<file path="config.mk">
export PLATFORM = sky130hd
export DESIGN_NAME = mem_access_unit
export DESIGN_NICKNAME = d
export VERILOG_FILES = /design/src/rtl/mem_pkg.sv /design/src/rtl/mem_align_merge.sv /design/src/rtl/mem_access_unit.sv
export SDC_FILE = /design/constraint.sdc
export NUM_CORES = 1
export LEC_CHECK = 0
export CAP_MARGIN = 20
export CORE_MARGIN = 2
export CORE_UTILIZATION = 26
export DETAILED_ROUTE_END_ITERATION = 8
export MAX_ROUTING_LAYER = met4
export SLEW_MARGIN = 20
export SYNTH_ARGS = -nofsm -noshare
export SYNTH_HDL_FRONTEND = slang
export SYNTH_SLANG_ARGS = --single-unit
</file>
<file path="constraint.sdc">
create_clock -name clk -period 3.9 [get_ports clk]
set_clock_uncertainty 0.2 [all_clocks]
set_input_delay 0.39 -clock clk [delete_from_list [all_inputs] [get_ports clk]]
set_output_delay 0.39 -clock clk [all_outputs]
set_load 0.02 [all_outputs]
</file>
<file path="src/rtl/mem_pkg.sv">
// rtl/mem_pkg.sv - op codes, FSM states and op classification for the MEM-stage access unit
package mem_pkg;

   typedef enum logic [3:0] {
      OP_LW  = 4'd0,
      OP_LB  = 4'd1,
      OP_LBU = 4'd2,
      OP_LH  = 4'd3,
      OP_LHU = 4'd4,
      OP_LWL = 4'd5,
      OP_LWR = 4'd6,
      OP_SW  = 4'd7,
      OP_SB  = 4'd8,
      OP_SH  = 4'd9,
      OP_SWL = 4'd10,
      OP_SWR = 4'd11,
      OP_NOP = 4'd15
   } op_e;

   typedef enum logic {
      ST_IDLE  = 1'b0,
      ST_WRITE = 1'b1
   } state_e;

   function automatic logic is_misaligned(input logic [3:0] op, input logic [1:0] b);
      case (op)
         OP_LH, OP_LHU, OP_SH: return b[0];
         OP_LW, OP_SW:         return b != 2'd0;
         default:              return 1'b0;
      endcase
   endfunction

   function automatic logic is_load(input logic [3:0] op);
      return op inside {OP_LW, OP_LB, OP_LBU, OP_LH, OP_LHU, OP_LWL, OP_LWR};
   endfunction

   // Stores that cover the whole word need no read of the old contents
   function automatic logic is_full_store(input logic [3:0] op, input logic [1:0] b);
      return (op == OP_SW && b == 2'd0) || (op == OP_SWL && b == 2'd0) ||
             (op == OP_SWR && b == 2'd3);
   endfunction

   function automatic logic is_rmw(input logic [3:0] op, input logic [1:0] b);
      case (op)
         OP_SB:   return 1'b1;
         OP_SH:   return !b[0];
         OP_SWL:  return b != 2'd0;
         OP_SWR:  return b != 2'd3;
         default: return 1'b0;
      endcase
   endfunction

endpackage

</file>
<file path="src/rtl/mem_align_merge.sv">
// rtl/mem_align_merge.sv - big-endian load alignment/extension and store-word merge
module mem_align_merge
   import mem_pkg::*;
(
   input  logic [3:0]  op_i,
   input  logic [1:0]  b_i,
   input  logic [31:0] w_i,
   input  logic [31:0] rt_i,
   output logic [31:0] load_o,
   output logic [31:0] store_o
);

   logic [4:0]  sh_b;
   logic [4:0]  sh_nb;
   logic [7:0]  byte_sel;
   logic [15:0] half_sel;

   // Byte 0 sits in the MSBs, so 8*(3-b) brings byte b down to bit 0
   assign sh_b  = {b_i, 3'b000};
   assign sh_nb = {~b_i, 3'b000};

   always_comb begin
      byte_sel = 8'(w_i >> sh_nb);
      half_sel = b_i[1] ? w_i[15:0] : w_i[31:16];
      load_o   = w_i;
      case (op_i)
         OP_LB:   load_o = {{24{byte_sel[7]}}, byte_sel};
         OP_LBU:  load_o = {24'd0, byte_sel};
         OP_LH:   load_o = {{16{half_sel[15]}}, half_sel};
         OP_LHU:  load_o = {16'd0, half_sel};
         OP_LWL:  load_o = (w_i << sh_b) | (rt_i & ~(32'hFFFF_FFFF << sh_b));
         OP_LWR:  load_o = (w_i >> sh_nb) | (rt_i & ~(32'hFFFF_FFFF >> sh_nb));
         default: load_o = w_i;
      endcase

      store_o = rt_i;
      case (op_i)
         OP_SB:   store_o = (w_i & ~(32'hFF00_0000 >> sh_b)) | ({24'd0, rt_i[7:0]} << sh_nb);
         OP_SH:   store_o = b_i[1] ? {w_i[31:16], rt_i[15:0]} : {rt_i[15:0], w_i[15:0]};
         OP_SWL:  store_o = (w_i & ~(32'hFFFF_FFFF >> sh_b)) | (rt_i >> sh_b);
         OP_SWR:  store_o = (w_i & ~(32'hFFFF_FFFF << sh_nb)) | (rt_i << sh_nb);
         default: store_o = rt_i;
      endcase
   end

endmodule

</file>
<file path="src/rtl/mem_access_unit.sv">
// rtl/mem_access_unit.sv - MEM-stage load/store unit with RMW FSM and MEM/WB result register
module mem_access_unit
   import mem_pkg::*;
(
   input  logic        clk,
   input  logic        rst,
   input  logic        in_valid,
   input  logic [3:0]  in_op,
   input  logic [31:0] in_addr,
   input  logic [31:0] in_wdata,
   input  logic [4:0]  in_rd,
   output logic        stall,
   output logic        Mem_Wr_en,
   output logic [31:0] Data_Addr,
   output logic [31:0] Din,
   input  logic [31:0] Dout,
   output logic        wb_valid,
   output logic [4:0]  wb_rd,
   output logic [31:0] wb_data,
   output logic        addr_err
);

   state_e      state_q, state_d;
   logic [3:0]  op_q;
   logic [1:0]  b_q;
   logic [31:0] w_q, rt_q;
   logic [29:0] waddr_q;
   logic        wb_valid_q, addr_err_q;
   logic [4:0]  wb_rd_q;
   logic [31:0] wb_data_q;

   logic [1:0]  b;
   logic        misal, take_rmw, take_load;
   logic [3:0]  m_op;
   logic [1:0]  m_b;
   logic [31:0] m_w, m_rt, load_data, store_word;

   assign b     = in_addr[1:0];
   assign misal = in_valid && is_misaligned(in_op, b);

   always_comb begin
      state_d   = state_q;
      stall     = 1'b0;
      Mem_Wr_en = 1'b0;
      take_rmw  = 1'b0;
      take_load = 1'b0;
      Data_Addr = {in_addr[31:2], 2'b00};
      m_op      = in_op;
      m_b       = b;
      m_w       = Dout;
      m_rt      = in_wdata;
      case (state_q)
         ST_IDLE: begin
            take_rmw  = in_valid && is_rmw(in_op, b);
            take_load = in_valid && is_load(in_op) && !misal;
            stall     = take_rmw;
            Mem_Wr_en = in_valid && is_full_store(in_op, b);
            if (take_rmw) state_d = ST_WRITE;
         end
         ST_WRITE: begin
            // Upstream is free again; only latched copies drive the merge
            Mem_Wr_en = 1'b1;
            Data_Addr = {waddr_q, 2'b00};
            m_op      = op_q;
            m_b       = b_q;
            m_w       = w_q;
            m_rt      = rt_q;
            state_d   = ST_IDLE;
         end
      endcase
      // Reset must kill an in-flight write before the falling edge commits it
      if (rst) begin
         Mem_Wr_en = 1'b0;
         stall     = 1'b0;
      end
   end

   mem_align_merge u_align_merge (
      .op_i    (m_op),
      .b_i     (m_b),
      .w_i     (m_w),
      .rt_i    (m_rt),
      .load_o  (load_data),
      .store_o (store_word)
   );

   assign Din = store_word;

   always_ff @(posedge clk or posedge rst) begin
      if (rst) begin
         state_q    <= ST_IDLE;
         op_q       <= OP_NOP;
         b_q        <= 2'd0;
         w_q        <= 32'd0;
         rt_q       <= 32'd0;
         waddr_q    <= 30'd0;
         wb_valid_q <= 1'b0;
         wb_rd_q    <= 5'd0;
         wb_data_q  <= 32'd0;
         addr_err_q <= 1'b0;
      end else begin
         state_q    <= state_d;
         wb_valid_q <= take_load;
         addr_err_q <= (state_q == ST_IDLE) && misal;
         if (take_rmw) begin
            op_q    <= in_op;
            b_q     <= b;
            w_q     <= Dout;
            rt_q    <= in_wdata;
            waddr_q <= in_addr[31:2];
         end
         if (take_load) begin
            wb_rd_q   <= in_rd;
            wb_data_q <= load_data;
         end
      end
   end

   assign wb_valid = wb_valid_q;
   assign wb_rd    = wb_rd_q;
   assign wb_data  = wb_data_q;
   assign addr_err = addr_err_q;

endmodule

</file>
## Yosys cells after proc, flatten, opt, wreduce, memory -nomap -nowiden

Cells that the tools add are included.

- Bits in registers: 140
- Bits in latches: 0
- RAM bits: 0
- Memory bits (read-only): 0
- Input port bits: 108
- Output and inout port bits: 105
- Logic and storage cells: 98
- Memories kept: 0

- Add/subtract/negate cells: 0
- Multipliers: 0
- Div/mod/pow operators: 0
- Magnitude comparators: 0
- Equality and inequality tests: 23
- Shift-type cells: 10
- Muxes and demuxes: 19
- Bitwise gates (word level): 17
- Reductions and logical operators: 19

Operators with widths:

| operator | number |
|---|---|
| $pmux 32 s6 | 1 |
| $and 32x32->32 | 5 |
| $not 32->32 | 5 |
| $or 32x32->32 | 5 |
| $mux 32 | 4 |
| $pmux 32 s4 | 1 |
| $shr 32x5->32 const A | 3 |
| $shl 32x5->32 | 2 |
| $shl 32x5->32 const A | 2 |
| $shr 32x5->32 | 2 |
| $eq 4x4->1 const B | 8 |
| $shl 8x5->32 | 1 |
| $eq 4x3->1 const B | 7 |
| $eq 4x2->1 const B | 4 |
| $mux 16 | 1 |
| $logic_and 1x1->1 | 9 |
| $eq 4x1->1 const B | 2 |
| $reduce_bool 7->1 | 1 |
| $mux 1 | 6 |
| $pmux 1 s2 | 3 |
| $logic_not 4->1 | 1 |
| $mux 4 | 1 |
| $pmux 1 s4 | 1 |
| $reduce_or 3->1 | 1 |
| other kinds (10) | 12 |

## Logic depth before layout (Yosys ltp)

Gate-level depths: netlist (run 1).

- Word-level depth: 7
- Gate-level depth with buffers: 11
- Gate-level depth less buffers: 7

## Cells and area by module

From an unflattened synthesis (run 1), not the netlist that was laid out.

- Cells, all modules: 1071
- Area, all modules: 11083.1 µm²

By module, submodules not included:

| module | times used | cells each | area an instance (µm²) | seq. area each (µm²) |
|---|---|---|---|---|
| mem_access_unit | 1 | 437 | 6646.4 | 3508.4 |
| mem_align_merge | 1 | 634 | 4436.8 | 0.0 |

## Worst setup path after synthesis (run 1)

OpenSTA, ideal clock, no wires.

- Path type: register to output
- From: reg state_q
- To: out Din[17]
- Arrival: 2320 ps
- Required time: 3310 ps
- Slack: 990 ps
- Stages on the path, launching flop included: 11
- Path buffers: 4
- Path through: dfrtp_1 -> buf_6 -> buf_4 -> buf_6 -> nor3b_1 -> a31o_2 -> clkbuf_1 -> mux2_2 -> o2111ai_1 -> nor2_1 -> a21oi_1

- Cells in the longest elaborated chain, start to end: 7
- Elaborated cells between the ends (all ways): 26
- Classes of those cells: eq/ne (4); shift (6); mux (6); bitwise (10)

RTL lines:

| item | RTL line | source |
|---|---|---|
| start, declared | mem_access_unit.sv:23 | `state_e state_q, state_d;` |
| start signal, assigned | mem_access_unit.sv:102 | `state_q <= state_d;` |
| $mux 2 | mem_access_unit.sv:52 | `case (state_q)` |
| $not 2->2 | mem_align_merge.sv:20 | `assign sh_nb = {~b_i, 3'b000};` |
| $shl 32x5->32 | mem_align_merge.sv:41 | `OP_SWR: store_o = (w_i & ~(32'hFFFF_FFFF << sh_nb)) \| (rt_i << sh_nb);` |
| $not 32->32 | mem_align_merge.sv:41 |  |
| $and 32x32->32 | mem_align_merge.sv:41 |  |
| $or 32x32->32 | mem_align_merge.sv:41 |  |
| $pmux 32 s4 * | mem_align_merge.sv:37 | `case (op_i)` |
| end, declared | mem_access_unit.sv:15 | `output logic [31:0] Din,` |

Mark *: on every way between the ends. The rest lies on a longest branch, timed or not.

## Worst setup path after layout (run 1)

- From: reg state_q
- To: out Din[4]

Same word-level chain as after synthesis.

==> results of run 1 <==
-- final timing paths --
kind	from	end	slack, ps	cells after the start
min	in_rd[1]	wb_rd[1]$_DFFE_PP0P_	270	3
max reg2reg	state_q$_DFF_PP0_	wb_data[3]$_DFFE_PP0P_	620	9
max in group asynchronous	rst	state_q$_DFF_PP0_	2480	3
min reg2reg	waddr_q[7]$_DFFE_PP0P_	waddr_q[7]$_DFFE_PP0P_	270	2
min in group asynchronous	rst	waddr_q[23]$_DFFE_PP0P_	430	3
max	state_q$_DFF_PP0_	Din[4]	9	8
-- state kept, by name, summed over array words and instances, names as in the netlist, 2 cells and up --
name and cells:
waddr_q 30, b_q 2, rt_q 32, wb_rd 5, w_q 32, wb_data 32, op_q 4
-- worst min-delay path, delay by kind of cell --
kind | cells | cell delay, ps
buffers and inverters | 1 | 400
and+or+nand+nor | 2 | 100
-- cell usage after synthesis (10+ instances only) --
cell / instances / area (sq um)
nand3_1: 22 / 110
buf_4: 13 / 97.6
o22ai_1: 41 / 257
a211oi_1: 10 / 75.1
o221ai_1: 11 / 96.3
dfrtp_1: 136 / 3400
a22oi_1: 32 / 240
buf_2: 31 / 155
o211ai_1: 24 / 180
a222oi_1: 14 / 140
o21ai_0: 75 / 375
nand2_1: 485 / 1820
mux2_2: 67 / 754
nor2_1: 65 / 244
mux2i_1: 102 / 1020
a21oi_1: 66 / 330
a32oi_1: 12 / 105
buf_6: 10 / 113
a221oi_1: 10 / 87.6
clkbuf_1: 52 / 195
-- power groups by stage --
stage | Clock, mW | Combinational [mW] | Sequential [mW]
global placement | 0 | 2.21 | 2.00
finish | 1.64 | 2.24 | 1.99
detailed placement | 0 | 2.22 | 2.01
CTS | 1.68 | 2.23 | 1.99
global route | 1.73 | 2.43 | 2.03
floorplan | 0 | 1.12 | 2.07
-- metrics by stage --
step	setup TNS [ps]	cells
global route	-28.4	2178
floorplan	0	1391
finish	0	2178
global placement	0	2139
detailed placement	-28.7	2139
CTS	-270	2171
-- metal layers --
| metal | up-vias | share of wire (%) |
|---|---|---|
| met1 | 5520 | 45 |
| met4 | 0 | 3.4 |
| met3 | 59 | 7.5 |
| met2 | 511 | 44 |
| li1 | 5411 | - |
| met5 | - | 0 |
-- what timing repair did --
item,CTS,global route
pin swaps,0,0
buffers inserted,0,7
cloned,0,0
resized for setup,26,20
endpoints found under the setup margin,27,22
-- cell type report --
| type | instances | area [sq um] |
|---|---|---|
| multi-input combinational | 1130 | 6650 |
| inverter | 8 | 35.0 |
| clock buffer | 19 | 443 |
| tap | 532 | 666 |
| sequential | 140 | 3510 |
| fill | 4251 | 26100 |
| timing repair buffer | 336 | 3220 |
| clock inverter | 13 | 133 |
-- cell families (layout without fill, tap and decap cells) --
| family | after synthesis | after routing | synth area share, % |
|---|---|---|---|
| simple gates | 612 | 612 | 23.0 |
| compound gates | 341 | 341 | 21.1 |
| mux | 173 | 173 | 17.2 |
| flops | 140 | 140 | 32.7 |
| buf+inv | 121 | 376 | 5.76 |
| xor+xnor | 2 | 2 | 0.164 |
| other cells | 1 | 2 | 0.0350 |
==> impl_metrics.yaml, run 1 <==
pwr:
  switchingPower_mw: 2.23
  pwr-share-seq_pct: 33.8
  p_int_mw: 3.64
  combPwrFrac_pct: 38.2
  swShare_pct: 38.0
  cellPowerDensity_nw_per_um2: 401
  finalPower_mw: 5.87
  clkPwrFrac_pct: 28.0
  ir_worst_vdd_uv: 334
  leakage_nw: 6.33
detailed_routing:
  drc_errors: 0
  dr.first_iter.drc_count: 1486
  viasPerCell: 5.28
  wirelength_um: 46600
  antenna_left: 0
  wl_per_cell_um: 21.4
  drtPass1Iterations: 9
  num_vias: 11500
worst_setup_path:
  worstPathRequired_ps: 3310
  cp-start-kind: "flop"
  crit_fanout: 8
  endpoint_kind: "primary output"
  critPathTopFamily: "buffers and inverters"
  worstPathArrival_ps: 3300
  cp_cell_sequence: "buf_4 > buf_4 > mux2i_4 > buf_4 > o21ai_2 > a22oi_1 > o21ai_1 > clkdlybuf4s50_1"
  crit_type: "flop to primary output"
  crit_top_cell: "buf_4"
  cp_num_buf_inv: 4
  crit_path_top_delay_cell: "clkdlybuf4s50_1"
  max_stage_delay_ps: 680
placement:
  place_ws_ps: -28.7
  numPortBuffers: 210
  dp_hpwl_um: 35700
  place_area_sq_um: 14000
  gp_congestion: 0.962
timing:
  period_share_pct: 99.8
  hold_violations: 0
  fin_ws_ps: 9.23
  min_period_ps: 3890
  rsz0062_at_grt: "yes"
  finalSetupViolCount: 0
  tightest_slew_ps: 797
  slew_violations: 0
  timing.hold.ws_ps: 270
  timing.fmax_mhz: 257
  slew_headroom_pct: 45.3
flow_run:
  cap_violations: 0
grt:
  gr-usage-met2_pct: 32.1
  grtUsageMet3_pct: 4.79
  grt_pass1_vias: 10900
  grt_overflow: 0
  antenna_found_initial: 0
  grt_start_max_net_pins: 141
  grt_pass1_wl_um: 69500
  grtUsageTotal_pct: 22.3
  grtUsageMet1_pct: 30.4
  grt_busiest_layer: "met2"
run_status:
  status: "complete, no violations"
synth:
  ys_ff_latch: 140
  synthCells: 1390
  yosysWarningCount: 0
  seq_area_frac_synth_pct: 32.7
  synth_ff_type: "dfrtp_1"
  yosys.cell_types.count: 69
  synthArstFlopShare_pct: 100
  avgSynthCellArea_sq_um: 7.71
  netlist_area_sq_um: 10700
  synth-edff-count: 0
floorplanning:
  die_area_sq_um: 42800
  io_pins: 213
  die_h_um: 207
  coreArea_sq_um: 40700
  die_width_um: 207
  start_util_pct: 26.3
  rows: 74
clock_network:
  cts_buffers: 17
  cts_tree: "done"
  insertion_delay_ps: 450
  htree_levels: 4
  ctsLongestPathBuffers: 2
  cts_root_buffer: "clkbuf_16"
  clk_pin_slew_ps: 70
  cts_sinks: 140
  cts_hold_buffers: 0
layout:
  layout_commonest_cell: "nand2_1"
  fin_util_pct: 36.0
  final_cell_mix: "nand2_1 (483), clkdlybuf4s50_1 (185), dfrtp_1 (135)"
  diodes: 0
  areaGrowthSynthToFinish_pct: 36.8
  drive_gt1_share_pct: 16.1
  design_area_sq_um: 14700
  num-nets-final: 1741
hold_path:
  hold_path.class: "input pin to flop"
(Power assumes the default switching activity.)
==> run 2, diff against run 1 <==
Settings changed: CORE_UTILIZATION 26 to 48, CTS_CLUSTER_SIZE from default to 40, PLACE_DENSITY from default to 0.78.
==> run 2 against run 1 <==
Power rose by 0.40%. Combinational power hardly changed. Register-to-register slack worse by 70 ps. Critical path depth is the same. Setup slack better by 52 ps. Highest routed layer unchanged. Cell area down 1.3%. Sequential power hardly changed.
==> impl_metrics.yaml, run 2 (same netlist as run 1, synthesis figures left out) <==
detailed_routing:
  antenna_left: 0
  wirelength_um: 43600
  viasPerCell: 6.08
  wl_met3_um: 4280
  num_vias: 11800
  drc_errors: 0
  met1_length_um: 19700
  top_layer: "met4"
  drtPass1Iterations: 6
  dr.first_iter.drc_count: 1296
  wl_per_cell_um: 22.4
  wl_met2_um: 18600
timing:
  slew_violations: 0
  rsz0062_at_grt: "yes"
  timing.hold.ws_ps: 173
  timing.fmax_mhz: 260
  min_period_ps: 3840
  setup_tns_ps: 0
  hold_violations: 0
  finalSetupViolCount: 0
  period_share_pct: 98.4
  tightest_slew_ps: 987
  slew_headroom_pct: 34.1
  fin_ws_ps: 60.9
placement:
  dp_hpwl_um: 32800
  gp_congestion: 1.05
  place_ws_ps: 25.6
  numPortBuffers: 210
worst_setup_path:
  crit_fanout: 39
  worstPathArrival_ps: 3250
  worstPathRequired_ps: 3310
  cp-start-kind: "flop"
  crit_type: "flop to primary output"
  startpoint: "state_q$_DFF_PP0_"
  endpoint_kind: "primary output"
  reg2reg_setup_slack_ps: 550
  rr_startpoint: "state_q$_DFF_PP0_"
grt:
  antenna_found_initial: 1
  grt_pass1_wl_um: 67100
  grt_pass1_vias: 11300
  grt_overflow: 0
  grtUsageTotal_pct: 37.8
  grt_start_max_net_pins: 102
clock_network:
  cts_sinks: 140
  cts_hold_buffers: 0
  insertion_delay_ps: 440
  ctsLongestPathBuffers: 2
  htree_levels: 4
  cts_tree: "done"
  cts_buffers: 17
  clk_pin_slew_ps: 70
  cts_root_buffer: "clkbuf_16"
pwr:
  cellPowerDensity_nw_per_um2: 408
  combPwrFrac_pct: 38.1
  leakage_nw: 6.39
  p_int_mw: 3.67
  switchingPower_mw: 2.23
  finalPower_mw: 5.90
  ir_worst_vdd_uv: 302
  swShare_pct: 37.8
  clkPwrFrac_pct: 28.2
  pwr-share-seq_pct: 33.7
hold_path:
  hold_path.class: "input pin to asynchronous set/reset pin"
layout:
  drive_gt1_share_pct: 16.8
  fin_util_pct: 66.1
  areaGrowthSynthToFinish_pct: 35.0
  final_cell_mix: "nand2_1 (483), clkdlybuf4s50_1 (195), dfrtp_1 (135)"
  layout_commonest_cell: "nand2_1"
  num-nets-final: 1761
floorplanning:
  die_width_um: 153
  die_h_um: 153
  start_util_pct: 48.9
  die_area_sq_um: 23500
  io_pins: 213
  coreArea_sq_um: 21900
  rows: 54
run_status:
  status: "complete, no violations"
flow_run:
  cap_violations: 0
[run 2: area by class of cell]
class	count	area, sq um
sequential	140	3510
fill	1864	7420
clock buffer	19	443
timing repair buffer	356	3360
multi-input combinational	1130	6630
antenna	1	2.50
inverter	8	33.8
clock inverter	13	133
tap	280	350
[run 2: through the flow]
stage	cells	cell area [sq um]
2_1_floorplan	1391	10700
3_3_place_gp	1906	13800
3_5_place_dp	1906	13800
4_1_cts	1941	14400
5_1_grt	1947	14500
6_report	1947	14500
[run 2: timing repair]
item / CTS / global route
resized for setup: 4 / 24
endpoints found under the setup margin: 23 / 21
setup buffers: 3 / 5
[run 2: power groups by stage]
stage               logic [mW]  registers [mW]  clock network [mW]
global placement          2.17            1.99                   0
CTS                       2.21            1.98                1.67
finish                    2.25            1.99                1.66
detailed placement        2.19            2.01                   0
floorplan                 1.12            2.07                   0
global route              2.41            2.03                1.73
[run 2: routing by layer]
layer,GRT usage [%],up-vias
met5,-,-
met4,10.6,0
met3,8.51,63
met2,53.4,674
met1,54.4,5646
li1,-,5461
[run 2: worst max-delay path: stages, from the launching register on]
cell and delay (ps):
dfrtp_4 550, buf_4 170, mux2i_4 340, buf_8 300, a21oi_1 100, o21ai_0 410, a22oi_1 170, o21ai_0 110
clkdlybuf4s50_1 640
[run 2: path summary, 6_finish.rpt]
check	cells past startpoint	end
min reg2reg	2	waddr_q[24]$_DFFE_PP0P_
min	2	waddr_q[19]$_DFFE_PP0P_
max reg2reg	8	wb_data[31]$_DFFE_PP0P_
max	8	Din[6]
min in group clk	2	waddr_q[24]$_DFFE_PP0P_
max in group asynchronous	4	wb_data[30]$_DFFE_PP0P_
==> run 3, diff against run 2 <==
Settings changed: CORE_MARGIN 2 to default.
==> run 3 against run 2 <==
Fmax down 0.51%. Utilization shrank 0.44 points. Register-to-register slack got worse by 20 ps. Setup slack got worse by 20 ps. Power rose by 1.7%. Critical endpoint is now Din[30]. Largest power group unchanged. Highest routed layer unchanged.
==> impl_metrics.yaml, run 3 (same netlist as run 1, synthesis figures left out) <==
worst_setup_path:
  worstPathRequired_ps: 3310
  crit_path_top_delay_cell: "clkdlybuf4s50_1"
  endpoint_kind: "primary output"
  reg2reg_setup_slack_ps: 530
  crit_type: "flop to primary output"
  rr_worst_depth: 9
  r2r_end: "wb_data[31]$_DFFE_PP0P_"
  rr_startpoint: "state_q$_DFF_PP0_"
  crit_fanout: 21
  worstPathArrival_ps: 3270
  cp-start-kind: "flop"
  max_stage_delay_ps: 650
  cp_cell_sequence: "buf_16 > buf_4 > buf_4 > mux2i_1 > mux2i_1 > nand2_1 > o21ai_1 > a32oi_1 > a22oi_1 > clkdlybuf4s50_1"
detailed_routing:
  antenna_left: 0
  viasPerCell: 6.23
  num_vias: 12000
  wl_per_cell_um: 22.2
  drc_errors: 0
  drtPass1Iterations: 9
  dr.first_iter.drc_count: 1373
  wirelength_um: 42700
floorplanning:
  rows: 54
  start_util_pct: 49.1
  die_area_sq_um: 22900
  die_width_um: 151
  io_pins: 213
  coreArea_sq_um: 21800
  die_h_um: 151
hold_path:
  holdPathStages: 2
  hold_path.class: "flop to flop"
  hold_path_startpoint: "waddr_q[8]$_DFFE_PP0P_"
  hold_end: "waddr_q[8]$_DFFE_PP0P_"
timing:
  hold_violations: 0
  slew_violations: 0
  fin_ws_ps: 41.2
  tightest_slew_ps: 1050
  min_period_ps: 3860
  timing.fmax_mhz: 259
  timing.hold.ws_ps: 270
  finalSetupViolCount: 0
  slew_headroom_pct: 29.7
  period_share_pct: 98.9
  rsz0062_at_grt: "yes"
clock_network:
  clk_pin_slew_ps: 70
  cts_sinks: 140
  insertion_delay_ps: 450
  ctsLongestPathBuffers: 2
  cts_tree: "done"
  htree_levels: 4
  cts_root_buffer: "clkbuf_16"
  cts_hold_buffers: 0
  cts_buffers: 17
grt:
  grt_pass1_wl_um: 63800
  antenna_found_initial: 0
  grtUsageTotal_pct: 38.3
  grt_overflow: 0
  grt_start_max_net_pins: 141
  grt_pass1_vias: 10900
layout:
  multi_input_area_sq_um: 6670
  num-nets-final: 1734
  fillers: 1875
  drive_gt1_share_pct: 15.9
  final_cell_mix: "nand2_1 (484), clkdlybuf4s50_1 (192), dfrtp_1 (135)"
  fin_util_pct: 65.7
  layout_commonest_cell: "nand2_1"
  final-seq-area_sq_um: 3510
  areaGrowthSynthToFinish_pct: 33.7
  diodes: 0
placement:
  gp_congestion: 1.05
  dp_hpwl_um: 31200
  place_ws_ps: 48.7
  numPortBuffers: 210
run_status:
  status: "complete, no violations"
pwr:
  ir_worst_vdd_uv: 273
  cellPowerDensity_nw_per_um2: 419
  leakage_nw: 6.29
flow_run:
  cap_violations: 0
==> run 3: worst max-delay path by stage <==
stage / cells after the start / from / end / slack, ps
floorplan: 10 / state_q$_DFF_PP0_ / Din[17] / 990
global placement: 9 / in_op[0] / Din[7] / 80
detailed placement: 9 / in_op[0] / Din[7] / 50
CTS: 7 / state_q$_DFF_PP0_ / Din[23] / -6
global route: 9 / state_q$_DFF_PP0_ / Din[0] / -90
finish: 10 / state_q$_DFF_PP0_ / Din[30] / 40
==> run 3: final cells by class <==
type                       instances  share of cell area, %
inverter                           8                  0.236
clock inverter                    15                   1.34
clock buffer                      17                   2.97
multi-input combinational       1130                   46.5
timing repair buffer             329                   22.0
sequential                       140                   24.5
tap                              280                   2.44
==> run 3: through the flow <==
stage / total power, mW / cells / cell area (sq um) / TNS, ps
floorplan: 3.20 / 1391 / 10700 / 0
global placement: 4.11 / 1882 / 13500 / 0
detailed placement: 4.16 / 1882 / 13500 / 0
CTS: 5.93 / 1914 / 14200 / -8.48
global route: 6.26 / 1919 / 14300 / -89.8
finish: 6.00 / 1919 / 14300 / 0
==> run 3: critical path: cells and delay by family (launching register included) <==
| kind | cells | cell delay [ps] |
|---|---|---|
| AND/OR/NAND/NOR | 1 | 80 |
| buffers and inverters | 4 | 1250 |
| multiplexers | 2 | 370 |
| AO/OA/AOI/OAI | 3 | 530 |
| flip-flops | 1 | 570 |
==> run 3: report_power, final <==
part	internal [mW]	switching (mW)
Clock	0.981	0.806
Combinational	0.960	1.27
Sequential	1.77	0.209
Total	3.71	2.29
==> run 3: timing repair <==
action                     in CTS  in global routing
gates cloned                    0                  2
pin swaps                       0                  0
setup endpoints to repair      15                 21
buffers inserted                0                  3
gates resized for setup        16                 24
==> run 3: routing by layer <==
metal / wire length (um) / global-route usage (%) / up-vias
met5: 0 / - / -
met4: 1300 / 11.8 / 0
li1: - / - / 5397
met3: 4470 / 7.11 / 93
met2: 18300 / 54.6 / 805
met1: 18700 / 54.5 / 5666
